[src/rtl/taxel_logic_pkg.sv]
// Shared types and helpers for the multi-channel taxel AER controller.
package taxel_logic_pkg;

    typedef enum logic [1:0] {
        StIdle,
        StReq,
        StWait
    } aer_state_e;

    function automatic int unsigned clog2(input int unsigned n);
        int unsigned r;
        r = 0;
        for (int unsigned v = 1; v < n; v = v << 1) begin
            r++;
        end
        return r;
    endfunction

endpackage

[src/rtl/taxel_ch_latch.sv]
// One spike channel: synchroniser, rising-edge detect, gate/refractory qualify,
// pending latch and refractory down-counter.
module taxel_ch_latch #(
    parameter int unsigned SYNC_STAGES = 2,
    parameter int unsigned REFR_W      = 4
) (
    input  logic              clk,
    input  logic              rstn,
    input  logic              x,
    input  logic              block,
    input  logic              clr,
    input  logic [REFR_W-1:0] refr_cycles,
    output logic              pending,
    output logic              drop_evt
);

    logic [SYNC_STAGES-1:0] sync_q;
    logic                   s_dly_q;
    logic                   pending_q;
    logic [REFR_W-1:0]      refr_q;
    logic                   evt;
    logic                   accept;

    assign evt      = sync_q[SYNC_STAGES-1] & ~s_dly_q;
    assign accept   = evt & ~block & (refr_q == '0);
    // A set coinciding with the grant clear keeps the latch set and is not an overrun.
    assign drop_evt = accept & pending_q & ~clr;
    assign pending  = pending_q;

    always_ff @(posedge clk or negedge rstn) begin
        if (!rstn) begin
            sync_q    <= '0;
            s_dly_q   <= 1'b0;
            pending_q <= 1'b0;
            refr_q    <= '0;
        end else begin
            sync_q    <= {sync_q[SYNC_STAGES-2:0], x};
            s_dly_q   <= sync_q[SYNC_STAGES-1];
            pending_q <= accept | (pending_q & ~clr);
            if (clr) begin
                refr_q <= refr_cycles;
            end else if (refr_q != '0) begin
                refr_q <= refr_q - 1'b1;
            end
        end
    end

endmodule

[src/rtl/taxel_logic_aer_ctrl.sv]
// Multi-channel taxel spike front end: per-channel latches, round-robin arbiter
// and a 4-phase req/ack handshake towards the AER encoder.
module taxel_logic_aer_ctrl
    import taxel_logic_pkg::*;
#(
    parameter int unsigned N_CH        = 4,
    parameter int unsigned SYNC_STAGES = 2,
    parameter int unsigned REFR_W      = 4,
    parameter int unsigned DROP_W      = 8,
    localparam int unsigned CH_W       = clog2(N_CH)
) (
    input  logic              clk,
    input  logic              rstn,
    input  logic              spkgate_x,
    input  logic              spkgate_y,
    input  logic              vmode,
    input  logic [N_CH-1:0]   spk_in,
    input  logic              spk_in_imode,
    input  logic [REFR_W-1:0] refr_cycles,
    output logic              req,
    input  logic              ack,
    output logic [CH_W-1:0]   ev_ch,
    output logic [N_CH-1:0]   pending,
    output logic              busy,
    output logic [DROP_W-1:0] drop_cnt
);

    aer_state_e        state_q, state_d;
    logic              req_q, req_d;
    logic [CH_W-1:0]   ev_ch_q, ev_ch_d;
    logic [CH_W-1:0]   rr_ptr_q, rr_ptr_d;
    logic [DROP_W-1:0] drop_q;
    logic [N_CH-1:0]   x;
    logic [N_CH-1:0]   clr;
    logic [N_CH-1:0]   drop_evt;
    logic              ack_done;
    logic              grant_valid;
    logic [CH_W-1:0]   grant_ch;
    logic [CH_W-1:0]   idx;

    // In current mode only ch0 is live, fed from the imode input.
    always_comb begin
        x    = spk_in & {N_CH{vmode}};
        x[0] = vmode ? spk_in[0] : spk_in_imode;
    end

    always_comb begin
        for (int unsigned k = 0; k < N_CH; k++) begin
            clr[k] = ack_done && (ev_ch_q == CH_W'(k));
        end
    end

    for (genvar k = 0; k < N_CH; k++) begin : g_ch
        taxel_ch_latch #(
            .SYNC_STAGES(SYNC_STAGES),
            .REFR_W     (REFR_W)
        ) u_ch (
            .clk        (clk),
            .rstn       (rstn),
            .x          (x[k]),
            .block      (spkgate_x & spkgate_y),
            .clr        (clr[k]),
            .refr_cycles(refr_cycles),
            .pending    (pending[k]),
            .drop_evt   (drop_evt[k])
        );
    end

    // Search starts just after the last granted channel, wrapping.
    always_comb begin
        grant_valid = 1'b0;
        grant_ch    = '0;
        idx         = '0;
        for (int unsigned i = 1; i <= N_CH; i++) begin
            idx = CH_W'((32'(rr_ptr_q) + i) % N_CH);
            if (!grant_valid && pending[idx]) begin
                grant_valid = 1'b1;
                grant_ch    = idx;
            end
        end
    end

    always_comb begin
        state_d  = state_q;
        req_d    = req_q;
        ev_ch_d  = ev_ch_q;
        rr_ptr_d = rr_ptr_q;
        ack_done = 1'b0;
        unique case (state_q)
            StIdle: begin
                if (grant_valid) begin
                    ev_ch_d  = grant_ch;
                    rr_ptr_d = grant_ch;
                    req_d    = 1'b1;
                    state_d  = StReq;
                end
            end
            StReq: begin
                if (ack) begin
                    req_d    = 1'b0;
                    ack_done = 1'b1;
                    state_d  = StWait;
                end
            end
            StWait: begin
                if (!ack) begin
                    state_d = StIdle;
                end
            end
            default: state_d = StIdle;
        endcase
    end

    always_ff @(posedge clk or negedge rstn) begin
        if (!rstn) begin
            state_q  <= StIdle;
            req_q    <= 1'b0;
            ev_ch_q  <= '0;
            rr_ptr_q <= CH_W'(N_CH - 1);
            drop_q   <= '0;
        end else begin
            state_q  <= state_d;
            req_q    <= req_d;
            ev_ch_q  <= ev_ch_d;
            rr_ptr_q <= rr_ptr_d;
            if ((|drop_evt) && (drop_q != '1)) begin
                drop_q <= drop_q + 1'b1;
            end
        end
    end

    assign req      = req_q;
    assign ev_ch    = ev_ch_q;
    assign busy     = (state_q != StIdle);
    assign drop_cnt = drop_q;

endmodule

[config.mk]
export PLATFORM = sky130hd
export DESIGN_NAME = taxel_logic_aer_ctrl
export DESIGN_NICKNAME = d
export VERILOG_FILES = /design/src/rtl/taxel_logic_pkg.sv /design/src/rtl/taxel_ch_latch.sv /design/src/rtl/taxel_logic_aer_ctrl.sv
export SDC_FILE = /design/constraint.sdc
export NUM_CORES = 1
export LEC_CHECK = 0
export CAP_MARGIN = 15
export CORE_MARGIN = 5
export CORE_UTILIZATION = 50
export CTS_BUF_LIST = sky130_fd_sc_hd__clkbuf_16
export DETAILED_ROUTE_END_ITERATION = 16
export MAX_ROUTING_LAYER = met4
export PLACE_DENSITY_LB_ADDON = 0.1
export SLEW_MARGIN = 30
export SYNTH_ARGS = -nofsm -noshare
export SYNTH_HDL_FRONTEND = slang
export SYNTH_HIERARCHICAL = 1
export SYNTH_SLANG_ARGS = --single-unit
[constraint.sdc]
create_clock -name clk -period 2.2 [get_ports clk]
set_input_delay 0.44 -clock clk [delete_from_list [all_inputs] [get_ports clk]]
set_output_delay 0.44 -clock clk [all_outputs]
set_load 0.05 [all_outputs]
Word level (Yosys, flattened, before mapping)
Index checks and enable logic that the tools add are counted.
- shifts and indexed selects: 0
- div/mod/pow operators: 0
- equality and inequality tests: 9
- reductions and logical operators: 31
- muxes and demuxes: 34
- multiply operators: 0
- add/subtract/negate cells: 9
- magnitude comparators: 4
- bitwise logic cells: 39
- operator list (kind ; count):
    $mux 4 ; 8
    $and 1x1->1 ; 25
    $logic_not 4->1 ; 4
    $reduce_bool 4->1 ; 4
    $sub 4x1->4 const B ; 4
    $mux 2 ; 7
    $mux 1 ; 13
    $lt 2x3->1 const B ; 4
    $reduce_bool 2->1 ; 6
    $not 1->1 ; 9
    $add 8x1->8 const B ; 1
    $bmux 1 s2 ; 4
    $logic_and 1x1->1 ; 8
    $ne 8x8->1 const B ; 1
    $eq 2x2->1 const B ; 3
    $ne 2x2->1 const B ; 3
    $pmux 2 s3 ; 1
    $reduce_and 3->1 ; 2
    $add 2x1->2 const B ; 2
    $add 2x2->2 const B ; 2
    $and 4x4->4 ; 1
    $eq 2x1->1 const B ; 2
    $logic_not 2->1 ; 2
    $or 1x1->1 ; 4
    4 further kinds ; 6
- memories: 0
- bits in read-only memories: 0
- logic and storage cells: 147
- output and inout bits: 16
- bits of input ports: 15
- flip-flop bits (word level): 47
- bits in latches: 0
- memory bits (writable): 0

Depth between registers and ports, before layout
Gate-level depths: netlist of the first run.
- depth in word-level cells: 15
- gate-level depth with buffers: 8
- gate-level depth less buffers: 8

Cells and area by module
Netlist of the first run, hierarchy kept.
- by module, submodules not included (module ; area each (um^2) ; sequential area each (um^2) ; instances ; cells each):
    taxel_ch_latch ; 384.1 ; 200.2 ; 4 ; 35
    taxel_logic_aer_ctrl ; 930.9 ; 377.9 ; 1 ; 88

Least setup slack after synthesis of the first run
Ideal clock, no wire load.
- path type: register -> register
- start point: reg ev_ch_q[0] (netlist: ev_ch[0])
- end point: reg drop_q[1] (netlist: drop_cnt[1])
- cell stages (with the launch flop): 9
- path buffers: 1
- setup time: 0.125 ns
- path slack: -0.110 ns
- data required time: 2.075 ns
- arrival: 2.186 ns
- clock period less this slack: 2.310 ns
- cells stage by stage: dfrtp_1 -> inv_1 -> nor3_1 -> buf_2 -> nand2b_1 -> nor2_1 -> nor4_4 -> a21o_1 -> mux2_2
- longest elaborated chain between the ends: 6
- elaborated cells between the ends (all ways): 18
- classes of those cells: eq/ne: 3; bitwise: 8; reduce/logical: 7
- RTL lines (element ; RTL line ; text):
    from (decl) ; taxel_logic_aer_ctrl.sv:30 ; logic [CH_W-1:0] ev_ch_q, ev_ch_d;
    from (signal assigned) ; taxel_logic_aer_ctrl.sv:124 ; ev_ch_q <= ev_ch_d;
    $eq 2x1->1 ; taxel_logic_aer_ctrl.sv:49 ; clr[k] = ack_done && (ev_ch_q == CH_W'(k));
    $logic_and 1x1->1 ; taxel_logic_aer_ctrl.sv:49 ;
    net clr[1] ; taxel_logic_aer_ctrl.sv:34 ; logic [N_CH-1:0] clr;
    $not 1->1 ; taxel_ch_latch.sv:27 ; assign drop_evt = accept & pending_q & ~clr;
    $and 1x1->1 ; taxel_ch_latch.sv:27 ;
    net drop_evt[1] ; taxel_logic_aer_ctrl.sv:35 ; logic [N_CH-1:0] drop_evt;
    $reduce_or 4->1 ; taxel_logic_aer_ctrl.sv:126 ; if ((|drop_evt) && (drop_q != '1)) begin
    $logic_and 1x1->1 ; taxel_logic_aer_ctrl.sv:126 ;
    to (signal assigned) ; taxel_logic_aer_ctrl.sv:127 ; drop_q <= drop_q + 1'b1;
    to (decl) ; taxel_logic_aer_ctrl.sv:32 ; logic [DROP_W-1:0] drop_q;
The timed path passes the listed nets, and every way through them passes these cells.
A chain may end at the register's enable or synchronous reset.

Worst setup path in the final report of the first run
- start point: reg g_ch[3].u_ch.pending_q
- end point: out pending[3]
- RTL lines (element ; RTL line ; text):
    from (decl) ; taxel_ch_latch.sv:19 ; logic pending_q;
    from (signal assigned) ; taxel_ch_latch.sv:39 ; pending_q <= accept | (pending_q & ~clr);
    to (decl) ; taxel_logic_aer_ctrl.sv:23 ; output logic [N_CH-1:0] pending,
No word-level cell between the ends.

==> results.toml, run 1 <==
[outcome]
status = "finished, final reports clean"

[global_routing]
grt_max_degree = 48
grt_overflow = 0
grt_pass1_wl_um = 7840
antenna_found_initial = 0
grt_util_all_layers = 0.163
grt_pass1_vias = 1698

[critical_path]
critical_path_buf_inv_count = 1
end_kind = "output pin"
crit_slowest_cell = "clkdlybuf4s50_1"
path_class = "flip-flop to output pin"
slowest_delay_ns = 0.87
arrival_ns = 1.67
start_kind = "flip-flop"
path_cells = "clkdlybuf4s50_1"
cpLargestDelayFamily = "buffers and inverters"
path_max_fanout = 10
cp.required_ns = 1.76

[logic_synthesis]
synth_cell_types = 48
yosysTopAreaCell = "dfrtp_1"
ys_warn_count = 6
ys_seq_area_frac = 0.478
synth_top_area_frac = 0.456
syn_nets = 252
synthTopCellsByCount = "dfrtp_1 (45), nand2_1 (19), nor2_1 (16), inv_1 (13), nor3_1 (13)"
synthCells = 228
synth-edff-count = 0
synthesis.area_mm2 = 0.00247
synth-async-reset-ratio = 1.00
synth_area_leaders = "dfrtp_1 (46%), ha_1 (4.6%), nor3b_4 (3.0%), nand2_1 (2.9%), nor3_1 (2.6%)"
ys.flop_type = "dfrtp_1"
ys_seq_elements = 47
synth.avg_cell_area_um2 = 10.8
synth.most_common_cell = "dfrtp_1"

[cts]
numCtsBuffers = 5
path_clk_slew_ns = 0.06
max-clock-path-buffers = 2
cts_root_buf = "clkbuf_16"
cts_max_level = 2
cts_tree = "built"
insertion_delay_ns = 0.28
cts-hold-fix-buffers = 0
cts_sinks = 47

[floorplan]
fp.dieH_um = 80.2
die_x_um = 80.2
core_area_mm2 = 0.00475
fp-row-count = 25
initial_core_util = 0.519
ios = 31
die_area_mm2 = 0.00644

[drt]
met3_length_um = 152
drt_pass1_iterations = 4
wl_per_cell_um = 13.8
met1Wirelength_um = 2280
ant_nets = 0
drt-initial-drc-count = 73
vias = 1759
drc_errors = 0
wl_um = 4790
viasPerCell = 5.08
dr_wl_met2_um = 2290
top_layer = "met4"

[final_layout]
nets = 302
regArea_mm2 = 0.00118
fillers = 390
final_util = 0.668
drive_above_1_share = 0.229
area_growth_pct = 28.8
multi_input_area_mm2 = 0.00130
diodes = 0

[sta]
tightest_slew_ns = 0.599
timing.final.crit_share = 0.957
finClkSkew_ns = 0.00515
max_clock_freq_ghz = 0.475
max-slew-margin-rel = 0.600
min_period_ns = 2.11
setup_viol_count_final = 0
slew_viol_final = 0
hold_ws_ns = 0.249
hold_violations = 0

[pwr]
powerDensity_mw_per_mm2 = 1400
power_mw = 4.46
p_leak_nw = 1.38
peakVddDrop_uv = 852

[place]
dpl.hpwl_um = 3370
routabilityCongestion = 0.799
numPortBuffers = 30

[min_path]
hold_path_class = "input pin to async pin"

[run]
drv_cap = 0
-- report_power, final --
group / switching, mW / internal [mW]
Clock: 0.300 / 0.411
Sequential: 0.328 / 1.18
Combinational: 1.17 / 1.07
Total: 1.80 / 2.66
-- registers in the layout (all words and copies together) (netlist names) --
register and flops:
drop_cnt 8, req 1, g_ch.u_ch/sync_q 8, g_ch.u_ch/pending 4
g_ch.u_ch/s_dly_q 4, rr_ptr_q 2, g_ch.u_ch/refr_q 16, state_q 2
ev_ch 2
-- what timing repair did --
action / 4_1_cts / 5_1_grt
buffers inserted: 1 / 0
endpoints found under the setup margin: 2 / 8
pin swaps: 1 / 6
gates resized for setup: 3 / 16
-- logic make-up (layout without fill, tap and decap cells) --
group           Yosys count  count (layout)  share of synthesized area
xor+xnor                  9               9                     0.0319
simple gates             95              95                      0.233
mux                       9               9                     0.0456
flops                    47              47                      0.478
buf+inv                  18              69                     0.0299
compound gates           41              41                      0.136
fa+ha+maj                 9               9                     0.0456
-- final timing paths --
| check | from | endpoint | slack, ns | depth (start not counted) |
|---|---|---|---|---|
| max in group asynchronous | rstn | ev_ch[0] | 1.53 | 2 |
| hold / removal | rstn | req | 0.25 | 2 |
| min in group clk | g_ch[2].u_ch/sync_q[0] | g_ch[2].u_ch/sync_q[1] | 0.35 | 0 |
| hold reg to reg | g_ch[2].u_ch/sync_q[0] | g_ch[2].u_ch/sync_q[1] | 0.35 | 0 |
| setup / recovery | g_ch[3].u_ch/pending | pending[3] | 0.09 | 1 |
| setup reg to reg | g_ch[0].u_ch/refr_q[0] | drop_cnt[5] | 0.11 | 9 |
-- stage by stage --
step	setup TNS [ns]	area, um2	setup slack, ns	instances
after floorplan	0	2470	0.0472	228
after global placement	-1.26	2950	-0.295	337
after detailed placement	-1.38	2950	-0.314	337
after CTS	0	3100	0.00299	346
after global routing	-0.00265	3180	-0.00265	346
final	0	3180	0.0943	346
-- layout make-up --
type	count	area share
clock buffers	5	0.0394
clock inverters	3	0.00394
inverters	13	0.0154
multi-input cells	163	0.408
flip-flops and latches	47	0.372
well taps	67	0.0264
repair buffers	48	0.135
-- placed cells by master, fill, tap and decap left out, types with 5 or more instances in the layout --
master,instances
xnor2_1,6
nand2b_1,6
nor3_1,9
nor2b_1,10
dfrtp_1,43
nand2_1,19
a21oi_1,6
buf_4,19
clkdlybuf4s50_1,27
o21ai_0,6
ha_1,9
nor2_1,12
clkbuf_16,5
inv_1,15
-- routing by layer --
metal / track usage / up-vias
met5: - / -
met4: 0.0507 / 0
met3: 0.0381 / 6
met2: 0.251 / 23
met1: 0.214 / 827
li1: - / 903
-- worst reg2reg max path, delay by kind of cell (launching register included) --
| kind | cells | cell delay (ns) |
|---|---|---|
| buffers and inverters | 2 | 0.25 |
| flip-flops | 1 | 0.37 |
| adder cells (fa/ha/maj) | 1 | 0.20 |
| multiplexers | 1 | 0.12 |
| AND/OR/NAND/NOR | 5 | 1.07 |
(Power assumes the default switching activity.)
==> run 2, diff against run 1 <==
- CTS_CLUSTER_DIAMETER: unset -> 120
==> results of run 2 <==
Final layout, timing and power as in run 1 (identical DEF).
==> run 3, diff against run 2 <==
- PLACE_DENSITY: unset -> 0.78
- PLACE_DENSITY_LB_ADDON: 0.1 -> unset
==> results.toml, run 3 (synthesis results as in run 1) <==
[drt]
vias = 1883
ant_nets = 0
viasPerCell = 5.33
wl_per_cell_um = 14.5
wl_um = 5120
drc_errors = 0
drt_pass1_iterations = 4
drt-initial-drc-count = 111

[sta]
max-slew-margin-rel = 0.601
hold_violations = 0
tightest_slew_ns = 0.599
setup_viol_count_final = 0
finClkSkew_ns = 0.00387
timing.final.crit_share = 0.965
min_period_ns = 2.12
hold_ws_ns = 0.231
setup-tns-final_ns = 0
max_clock_freq_ghz = 0.471
setup_slack_ns = 0.0760
slew_viol_final = 0

[critical_path]
slowest_delay_ns = 0.87
worst-r2r-cell-count = 8
path_class = "flip-flop to output pin"
r2r_setup_slack_ns = 0.09
end_kind = "output pin"
cp.depth = 1
cpLargestDelayFamily = "buffers and inverters"
r2r_end = "drop_cnt[2]"
reg2reg_from = "state_q[1]"
path_max_fanout = 8
critical_path_buf_inv_count = 1
cp-endpoint = "pending[1]"
cp.required_ns = 1.76
arrival_ns = 1.68
setup.worst_path.start = "g_ch[1].u_ch/pending"
start_kind = "flip-flop"
path_cells = "clkdlybuf4s50_1"
crit_slowest_cell = "clkdlybuf4s50_1"

[pwr]
peakVddDrop_uv = 780
p_leak_nw = 1.41
power_frac_seq = 0.333
p_sw_mw = 1.86
combPwrFrac = 0.514
netSwitchingFraction = 0.404
internal_power_mw = 2.74
clkPwrFrac = 0.153
powerDensity_mw_per_mm2 = 1420

[global_routing]
grt_max_degree = 48
grt_pass1_vias = 1869
grt_util_all_layers = 0.172
grt_overflow = 0
grt_pass1_wl_um = 8490
antenna_found_initial = 0

[cts]
cts_root_buf = "clkbuf_16"
max-clock-path-buffers = 2
cts_sinks = 47
cts_max_level = 2
numCtsBuffers = 5
path_clk_slew_ns = 0.06
insertion_delay_ns = 0.28
cts-hold-fix-buffers = 0
cts_tree = "built"

[final_layout]
diodes = 0
largest_register = "g_ch.u_ch/refr_q"
largest_register_ffs = 16
drive_above_1_share = 0.252
most-common-layout-cells = "dfrtp_1 (42), clkdlybuf4s50_1 (27), buf_4 (26)"
nets = 309
area_growth_pct = 31.1
fillers = 363
layout_commonest_cell = "dfrtp_1"

[floorplan]
die_x_um = 80.2
core_area_mm2 = 0.00475
ios = 31
fp-row-count = 25
fp.dieH_um = 80.2
initial_core_util = 0.519
die_area_mm2 = 0.00644

[outcome]
status = "finished, final reports clean"

[run]
drv_cap = 0

[place]
numPortBuffers = 30
routabilityCongestion = 0.737
pre_cts_ws_ns = -0.233
dpl.hpwl_um = 3520

[min_path]
hold_path_class = "input pin to async pin"
run 3: cell types whose count changed in the layout (fill, tap and decap cells not counted), sizes merged:
cell / before / now
buf: 20 / 27
run 3: cell type report:
class | count | area (um2) | share of cell area
multi-input cells | 163 | 1300 | 0.402
well taps | 67 | 83.8 | 0.0259
clock buffers | 5 | 125 | 0.0387
flip-flops and latches | 47 | 1180 | 0.365
inverters | 13 | 48.8 | 0.0151
repair buffers | 55 | 483 | 0.149
clock inverters | 3 | 12.5 | 0.00387
run 3: power groups by stage:
stage          combinational [mW]  clock, mW  sequential, mW
6_report                     2.36      0.705            1.53
4_1_cts                      2.25      0.726            1.50
5_1_grt                      2.58      0.767            1.58
3_3_place_gp                 2.16          0            1.50
2_1_floorplan                1.32          0            1.76
3_5_place_dp                 2.24          0            1.51
run 3: worst min path at each step:
stage / endpoint / depth (start not counted) / startpoint
after floorplan: drop_cnt[0] / 0 / rstn
after global placement: g_ch[1].u_ch/sync_q[1] / 0 / g_ch[1].u_ch/sync_q[0]
after detailed placement: g_ch[2].u_ch/sync_q[1] / 0 / g_ch[2].u_ch/sync_q[0]
after CTS: drop_cnt[7] / 2 / rstn
after global routing: drop_cnt[4] / 2 / rstn
final: drop_cnt[4] / 2 / rstn
run 3: what timing repair did:
| item | in CTS | in global routing |
|---|---|---|
| endpoints found under the setup margin | 0 | 7 |
| resized for setup | 0 | 20 |
| buffers inserted | 0 | 4 |
run 3: metal layers:
| metal | up-vias | track usage | share of wire |
|---|---|---|---|
| met2 | 36 | 0.288 | 0.52 |
| met4 | 0 | 0.0355 | 0.011 |
| met3 | 8 | 0.0370 | 0.032 |
| met5 | - | - | 0 |
| met1 | 924 | 0.215 | 0.44 |
| li1 | 915 | - | - |
run 3: through the flow:
stage	cells	instance area, um2	power [mW]	utilization
2_1_floorplan	228	2470	3.08	-
3_3_place_gp	341	2980	3.66	0.627
3_5_place_dp	341	2980	3.75	0.627
4_1_cts	349	3120	4.48	0.656
5_1_grt	353	3240	4.93	0.681
6_report	353	3240	4.59	0.681
